===== src/rtl/jogo_pkg.sv =====
// Shared definitions for the sequence-memory game: FSM state codes and
// the width helpers used to size the counters.
package jogo_pkg;

  localparam logic [3:0] COD_INICIAL     = 4'h0;
  localparam logic [3:0] COD_PREPARA     = 4'h1;
  localparam logic [3:0] COD_MOSTRA      = 4'h2;
  localparam logic [3:0] COD_INTERVALO   = 4'h3;
  localparam logic [3:0] COD_ESPERA      = 4'h4;
  localparam logic [3:0] COD_REGISTRA    = 4'h5;
  localparam logic [3:0] COD_COMPARA     = 4'h6;
  localparam logic [3:0] COD_PROXIMA     = 4'h7;
  localparam logic [3:0] COD_FIM_GANHOU  = 4'hA;
  localparam logic [3:0] COD_FIM_TIMEOUT = 4'hD;
  localparam logic [3:0] COD_FIM_PERDEU  = 4'hE;

  typedef enum logic [3:0] {
    INICIAL     = COD_INICIAL,
    PREPARA     = COD_PREPARA,
    MOSTRA      = COD_MOSTRA,
    INTERVALO   = COD_INTERVALO,
    ESPERA      = COD_ESPERA,
    REGISTRA    = COD_REGISTRA,
    COMPARA     = COD_COMPARA,
    PROXIMA     = COD_PROXIMA,
    FIM_GANHOU  = COD_FIM_GANHOU,
    FIM_TIMEOUT = COD_FIM_TIMEOUT,
    FIM_PERDEU  = COD_FIM_PERDEU
  } estado_t;

  // Ceiling log2, never below 1 so a counter always has at least one bit.
  function automatic int clog2(input int valor);
    int r;
    r = 0;
    for (int i = 0; i < 31; i++) begin
      if ((32'd1 << i) < valor) r = i + 1;
    end
    if (r < 1) r = 1;
    return r;
  endfunction

  function automatic int max_int(input int a, input int b);
    return (a > b) ? a : b;
  endfunction

endpackage


===== src/rtl/contador_m.sv =====
// Modulo-M up counter with synchronous clear; fim flags the last count.
module contador_m
  import jogo_pkg::*;
#(
  parameter int M = 16,
  parameter int W = clog2(M)
) (
  input  logic         clock,
  input  logic         reset,
  input  logic         zera,
  input  logic         conta,
  output logic [W-1:0] Q,
  output logic         fim
);

  logic [W-1:0] r_q;

  // clear has priority over counting
  always_ff @(posedge clock) begin
    if (!reset) begin
      r_q <= '0;
    end else if (zera) begin
      r_q <= '0;
    end else if (conta) begin
      r_q <= (r_q == W'(M - 1)) ? '0 : r_q + W'(1);
    end else begin
      r_q <= r_q;
    end
  end

  assign Q   = r_q;
  assign fim = (r_q == W'(M - 1));

endmodule


===== src/rtl/jogo_sequencia_rodadas.sv =====
// Sequence-memory game top: control FSM, LED playback, press detection,
// per-press timeout and round/address counters around an external ROM.
module jogo_sequencia_rodadas
  import jogo_pkg::*;
#(
  parameter int N_BOTOES       = 4,
  parameter int MAX_RODADAS    = 16,
  parameter int LED_CICLOS     = 500,
  parameter int TIMEOUT_CICLOS = 3000,
  parameter int AW             = clog2(MAX_RODADAS)
) (
  input  logic                clock,
  input  logic                reset,
  input  logic                jogar,
  input  logic [N_BOTOES-1:0] botoes,
  input  logic [N_BOTOES-1:0] mem_dado,
  output logic [AW-1:0]       mem_endereco,
  output logic [N_BOTOES-1:0] leds,
  output logic                pronto,
  output logic                ganhou,
  output logic                perdeu,
  output logic                db_timeout,
  output logic [AW-1:0]       db_rodada,
  output logic [N_BOTOES-1:0] db_jogada,
  output logic [3:0]          db_estado
);

  localparam int TM = max_int(LED_CICLOS, TIMEOUT_CICLOS);
  localparam int TW = clog2(TM);
  localparam logic [TW-1:0] LED_FIM = TW'(LED_CICLOS - 1);
  localparam logic [TW-1:0] TO_FIM  = TW'(TIMEOUT_CICLOS - 1);

  estado_t r_estado, w_prox;

  logic [TW-1:0]       w_timer;
  logic [AW-1:0]       w_endereco, w_rodada;
  logic                w_rodada_fim, w_unused_fim_t, w_unused_fim_e;
  logic                w_zera_t, w_conta_t, w_zera_e, w_conta_e, w_zera_r, w_conta_r;
  logic                w_limpa_jogada, w_registra, w_jogada_feita;
  logic                r_botoes_d;
  logic [N_BOTOES-1:0] r_captura, r_jogada;

  contador_m #(.M(TM), .W(TW)) u_timer (
    .clock(clock), .reset(reset), .zera(w_zera_t), .conta(w_conta_t),
    .Q(w_timer), .fim(w_unused_fim_t)
  );

  contador_m #(.M(MAX_RODADAS), .W(AW)) u_endereco (
    .clock(clock), .reset(reset), .zera(w_zera_e), .conta(w_conta_e),
    .Q(w_endereco), .fim(w_unused_fim_e)
  );

  contador_m #(.M(MAX_RODADAS), .W(AW)) u_rodada (
    .clock(clock), .reset(reset), .zera(w_zera_r), .conta(w_conta_r),
    .Q(w_rodada), .fim(w_rodada_fim)
  );

  // A press only counts on a 0 -> nonzero transition of the button bus.
  assign w_jogada_feita = (|botoes) & ~r_botoes_d;

  // state register
  always_ff @(posedge clock) begin
    if (!reset) r_estado <= INICIAL;
    else        r_estado <= w_prox;
  end

  // press edge detector and capture of the buttons on the accepted edge
  always_ff @(posedge clock) begin
    if (!reset) begin
      r_botoes_d <= 1'b0;
      r_captura  <= '0;
    end else begin
      r_botoes_d <= |botoes;
      if (r_estado == ESPERA && w_jogada_feita) r_captura <= botoes;
      else                                      r_captura <= r_captura;
    end
  end

  // last registered press
  always_ff @(posedge clock) begin
    if (!reset)              r_jogada <= '0;
    else if (w_limpa_jogada) r_jogada <= '0;
    else if (w_registra)     r_jogada <= r_captura;
    else                     r_jogada <= r_jogada;
  end

  // next-state and counter control
  always_comb begin
    w_prox         = r_estado;
    w_zera_t       = 1'b0;
    w_conta_t      = 1'b0;
    w_zera_e       = 1'b0;
    w_conta_e      = 1'b0;
    w_zera_r       = 1'b0;
    w_conta_r      = 1'b0;
    w_limpa_jogada = 1'b0;
    w_registra     = 1'b0;
    case (r_estado)
      INICIAL: begin
        if (jogar) w_prox = PREPARA;
        else       w_prox = INICIAL;
      end
      PREPARA: begin
        w_zera_t       = 1'b1;
        w_zera_e       = 1'b1;
        w_zera_r       = 1'b1;
        w_limpa_jogada = 1'b1;
        w_prox         = MOSTRA;
      end
      MOSTRA: begin
        w_conta_t = 1'b1;
        if (w_timer == LED_FIM) begin
          w_zera_t = 1'b1;
          w_prox   = INTERVALO;
        end else begin
          w_prox = MOSTRA;
        end
      end
      INTERVALO: begin
        w_conta_t = 1'b1;
        if (w_timer == LED_FIM) begin
          w_zera_t = 1'b1;
          if (w_endereco == w_rodada) begin
            w_zera_e = 1'b1;
            w_prox   = ESPERA;
          end else begin
            w_conta_e = 1'b1;
            w_prox    = MOSTRA;
          end
        end else begin
          w_prox = INTERVALO;
        end
      end
      ESPERA: begin
        w_conta_t = 1'b1;
        if (w_jogada_feita)          w_prox = REGISTRA;
        else if (w_timer == TO_FIM)  w_prox = FIM_TIMEOUT;
        else                         w_prox = ESPERA;
      end
      REGISTRA: begin
        w_registra = 1'b1;
        w_prox     = COMPARA;
      end
      COMPARA: begin
        if (r_jogada != mem_dado) begin
          w_prox = FIM_PERDEU;
        end else if (w_endereco == w_rodada) begin
          w_prox = PROXIMA;
        end else begin
          w_conta_e = 1'b1;
          w_zera_t  = 1'b1;
          w_prox    = ESPERA;
        end
      end
      PROXIMA: begin
        if (w_rodada_fim) begin
          w_prox = FIM_GANHOU;
        end else begin
          w_conta_r = 1'b1;
          w_zera_e  = 1'b1;
          w_zera_t  = 1'b1;
          w_prox    = MOSTRA;
        end
      end
      FIM_GANHOU, FIM_PERDEU, FIM_TIMEOUT: begin
        if (jogar) w_prox = PREPARA;
        else       w_prox = r_estado;
      end
      default: begin
        w_prox = INICIAL;
      end
    endcase
  end

  // Moore status decode
  assign leds         = (r_estado == MOSTRA) ? mem_dado : '0;
  assign pronto       = (r_estado == FIM_GANHOU) || (r_estado == FIM_PERDEU) ||
                        (r_estado == FIM_TIMEOUT);
  assign ganhou       = (r_estado == FIM_GANHOU);
  assign perdeu       = (r_estado == FIM_PERDEU) || (r_estado == FIM_TIMEOUT);
  assign db_timeout   = (r_estado == FIM_TIMEOUT);
  assign db_estado    = r_estado;
  assign db_rodada    = w_rodada;
  assign db_jogada    = r_jogada;
  assign mem_endereco = w_endereco;

endmodule


===== config.mk =====
export PLATFORM = sky130hd
export DESIGN_NAME = jogo_sequencia_rodadas
export DESIGN_NICKNAME = d
export VERILOG_FILES = /design/src/rtl/jogo_pkg.sv /design/src/rtl/contador_m.sv /design/src/rtl/jogo_sequencia_rodadas.sv
export SDC_FILE = /design/constraint.sdc
export NUM_CORES = 1
export LEC_CHECK = 0
export ABC_CLOCK_PERIOD_IN_PS = 3500
export BUFFER_PORTS_ARGS = -buffer_cell sky130_fd_sc_hd__buf_4
export CAP_MARGIN = 10
export CORE_MARGIN = 2
export CORE_UTILIZATION = 55
export CTS_BUF_LIST = sky130_fd_sc_hd__clkbuf_4 sky130_fd_sc_hd__clkbuf_8
export CTS_CLUSTER_DIAMETER = 150
export DETAILED_ROUTE_END_ITERATION = 16
export HOLD_SLACK_MARGIN = 0.08
export PLACE_DENSITY = 0.85
export SLEW_MARGIN = 20
export SYNTH_ARGS = -nofsm -noshare
export SYNTH_HDL_FRONTEND = slang
export SYNTH_HIERARCHICAL = 1
export SYNTH_SLANG_ARGS = --single-unit

===== constraint.sdc =====
create_clock -name clock -period 3.5 [get_ports clock]
set_input_delay 0.525 -clock clock [delete_from_list [all_inputs] [get_ports clock]]
set_output_delay 0.525 -clock clock [all_outputs]
set_load 0.02 [all_outputs]

# == After elaboration in Yosys (flattened, before gate mapping) ==
# Index checks and enable logic that the tools add are counted.
# word_totals
regBits,33
output_inout_bits,24
word_cells,71
# op_classes
n_addsub,3
eq_ne,17
mux,29
bitwise,3
n_reduce_logical,12
# op_table
op,n
4-bit two-way mux,9
4-bit case mux with 9 select lines,1
"4-bit equality test, second input constant",5
"4-bit by 3-bit equality test with 1-bit output, second input constant",4
1-bit two-way mux,13
"12-bit by 1-bit adder with 12-bit output, second input constant",1
"12-bit equality test, second input constant",1
"12-bit by 9-bit equality test with 1-bit output, second input constant",1
12-bit two-way mux,1
"4-bit by 1-bit adder with 4-bit output, second input constant",2
"4-bit by 2-bit equality test with 1-bit output, second input constant",2
2-bit OR reduction,4
3-bit OR reduction,2
"4-bit by 1-bit equality test with 1-bit output, second input constant",1
4-bit equality test,1
4-bit logical NOT,1
4-bit inequality test,1
1-bit case mux with 4 select lines,1
4-bit OR reduction,1
1-bit logical OR,3
3-bit two-way mux,1
1-bit case mux with 3 select lines,1
2-bit two-way mux,1
"2-bit inequality test, second input constant",1
4 further kinds,5

# == Depth between registers and ports, before layout ==
# logic_depth
depth_word,5
depth_mapped,9
ltp_nobuf,8

# == Hierarchy ==
# Netlist, hierarchy kept.
# modules_own_cells
module,instances,cells_per_inst,area_each_um2,seq_area_each_um2
jogo_sequencia_rodadas,1,123,997.2,260.2
contador_m (u_timer),1,63,608.1,240.2
contador_m (u_endereco ...),2,18,187.7,80.1

# == Worst setup path before layout ==
# OpenSTA, ideal clock, no wires.
# synth_timing
path_type,register -> register
start,register r_estado[2] (netlist: db_estado[2])
end,register u_timer.r_q[11] (netlist: u_timer/Q[11])
setup_ps,66
t_arrival_ps,2165
path_slack_ps,1268
stages_incl_launch_ff,8
path_buffers,2
synth_period_minus_slack_ps,2232
path_cell_list,dfxtp_1 > buf_4 > or4b_4 > nand2_1 > buf_2 > nand4_2 > or4_4 > a21oi_2
# synth_via
elab_cells_between_ends,11
cone_classes,6 x eq/ne; 2 x mux; 3 x reduce/logical
# synth_rtl
element,line_no,rtl
from (decl),jogo_sequencia_rodadas.sv:33,"estado_t r_estado, w_prox;"
from (signal assigned),jogo_sequencia_rodadas.sv:64,else r_estado <= w_prox;
4-bit by 3-bit equality test with 1-bit output / 4-bit by 2-bit equality test with 1-bit output (equally long branches),jogo_sequencia_rodadas.sv:98,case (r_estado)
3-bit OR reduction (no line) (*),-,
1-bit two-way mux (*),jogo_sequencia_rodadas.sv:98,
net w_conta_t,jogo_sequencia_rodadas.sv:38,"logic w_zera_t, w_conta_t, w_zera_e, w_conta_e, w_zera_r, w_conta_r;"
to (signal assigned),contador_m.sv:25,r_q <= (r_q == W'(M - 1)) ? '0 : r_q + W'(1);
to (signal assigned),contador_m.sv:27,r_q <= r_q;
to (decl),contador_m.sv:16,logic [W-1:0] r_q;
# The timed path passes the listed nets; every way through them passes the cells marked *.
# A chain may end at the register's enable or synchronous reset.

# == Final worst setup path ==
# layout_timing
start,register r_estado[2] (netlist: db_estado[2])
end,register u_timer.r_q[4] (netlist: u_timer/Q[4])
# The elaborated chain is that of the path after synthesis.

==> results.yml <==
status:
  status: "complete, no violations"
floorplanning:
  start_util_pct: 58.1
  die_x_um: 63.8
  io-pin-count: 35
  core_mm2: 0.00339
  die-area_mm2: 0.00408
  rows: 21
  die_h_um: 63.8
clock_tree:
  clk_pin_slew_ns: 0.10
  clockBufferDepth: 2
  clk_latency_ns: 0.33
  cts_setup_buffers: 0
  cts_tree: "built"
  htreeDepth: 2
  ctsHoldBuffers: 0
  root_buffer: "clkbuf_4"
  ctsResizeCount: 0
  numCtsBuffers: 5
  tritoncts_num_sinks: 33
global_route:
  grt_start_max_net_pins: 20
  antenna_found_initial: 0
  overflow: 0
  grt_pass1_vias: 1598
  grt_first_pass_wirelength_um: 7270
  grt_use_total_pct: 22.8
timing:
  min_period_over_period_pct: 74.6
  maxSlewViolCount: 0
  setup_tns_ns: 0
  fin_skew_ns: 0.00834
  whs_ns: 0.456
  maxSlewHeadroom_pct: 51.4
  hold_viol_final: 0
  rsz0062_at_grt: "no"
  max_freq_ghz: 0.383
  worst_pin_slew_ns: 0.723
  setup_violations: 0
  period_needed_ns: 2.61
route:
  dr_total_vias: 1693
  drtIter0Drc: 86
  via_per_inst: 5.66
  routedWlPerCell_um: 14.1
  routed_wl_um: 4230
  drc: 0
  ant_nets: 0
  first_pass_iters: 4
power:
  pwr-share-clk_pct: 31.7
  ir_worst_vdd_mv: 0.195
  comb_power_share_pct: 13.0
  seqPwrFrac_pct: 55.3
  p_leak_nw: 0.928
  p_sw_mw: 0.187
  intPower_mw: 0.523
  finalPower_mw: 0.710
  swShare_pct: 26.3
  p_per_area_mw_per_mm2: 309
worst_setup_path:
  critPathCapture: "u_timer/Q[4]"
  reg2regPathDepth: 5
  r2r_slack_ns: 0.89
  cp.arrival_ns: 2.80
  cp_max_fo: 19
  crit_chain: "or4b_4 > nand2_1 > inv_1 > o41ai_4 > nor2_1"
  crit_type: "flop to flop"
  slowest_stage: "o41ai_4"
  cp_top_family: "simple AND/OR/NAND/NOR gates"
  regToRegStartpoint: "db_estado[2]"
  worstSetupStartpoint: "db_estado[2]"
  cp.depth: 5
  startpoint_type: "flop"
  worstPathRequired_ns: 3.69
  reg2reg_to: "u_timer/Q[4]"
  end_kind: "flop"
  cp.buffers_inverters: 1
  slowest_delay_ns: 0.73
place:
  hpwl_um: 3150
  place.port_buffers: 34
  gp_congestion: 0.847
yosys:
  synth_warnings: 6
  netlist_area_mm2: 0.00197
  syn_avg_cell_area_um2: 8.95
  syn_inst: 220
  synth_nets: 234
hold_path:
  hp-class: "input pin to flop"
  hold_path_depth: 3
layout:
  n_fill_cell: 281
  final_layout_size_suffix_gt1_share_pct: 24.5
  diodes: 0
  final_nets: 267
  utilization_pct: 67.8
  area_growth_pct: 16.6
job:
  maxCapViolCount: 0
[power by group through the flow]
stage	sequential (mW)	combinational (mW)	clock [mW]
after detailed placement	0.401	0.0917	0
final	0.393	0.0926	0.225
after global routing	0.394	0.101	0.247
after global placement	0.401	0.0907	0
after CTS	0.392	0.0922	0.235
after floorplan	0.397	0.0671	0
[per-stage QoR]
step | cells | setup WS (ns) | area (um2)
2_1_floorplan | 220 | 1.27 | 1970
3_3_place_gp | 292 | 0.994 | 2240
3_5_place_dp | 292 | 0.902 | 2240
4_1_cts | 299 | 0.889 | 2300
5_1_grt | 299 | 0.735 | 2300
6_report | 299 | 0.891 | 2300
[layout by cell type (no fill, tap or decap), types with 3 or more instances in the layout]
cell / count
inv_1: 3
or3_1: 4
nand4_1: 6
nand3_1: 10
mux2i_1: 7
xnor2_1: 8
or4_1: 3
xor2_1: 11
ha_1: 3
nor2b_1: 9
o21ai_0: 6
dfxtp_1: 33
and3_1: 5
nand2b_1: 4
buf_4: 34
a21oi_1: 9
clkbuf_4: 6
a21boi_1: 5
nor2_1: 21
nand2_1: 17
o31ai_1: 4
[sequential cells by signal, indices dropped and copies added, names as in the netlist]
register / cells
db_jogada: 4
r_captura: 4
u_rodada/Q: 4
r_botoes_d: 1
u_timer/Q: 12
db_estado: 4
u_endereco/Q: 4
[final cells by class]
| class | count | area [um2] | area share (%) |
|---|---|---|---|
| tap | 46 | 57.6 | 2.51 |
| inverter | 4 | 15.0 | 0.654 |
| timing repair buffer | 34 | 255 | 11.1 |
| sequential | 33 | 661 | 28.8 |
| multi-input combinational | 175 | 1250 | 54.4 |
| clock buffer | 7 | 58.8 | 2.56 |
[worst min-delay path by stage]
stage                       startpoint      endpoint  slack [ns]
final                        botoes[1]    r_botoes_d        0.46
after floorplan           r_captura[2]  db_jogada[2]        0.45
after CTS                    botoes[1]    r_botoes_d        0.44
after detailed placement  db_jogada[2]  db_jogada[2]        0.47
after global placement    db_jogada[2]  db_jogada[2]        0.47
after global routing         botoes[1]    r_botoes_d        0.46
[layer usage]
metal	vias up	global-route usage, %	wire (um)
met5	-	0	0
met4	0	12.2	75
met3	8	4.23	204
met2	37	35.0	2010
met1	783	30.3	1940
li1	865	-	-
[worst min-delay path, cell delays in order]
cell	delay (ns)
buf_4	0.09
nor4_2	0.05
nor2b_1	0.09
Power figures use the tool's default switching activity.
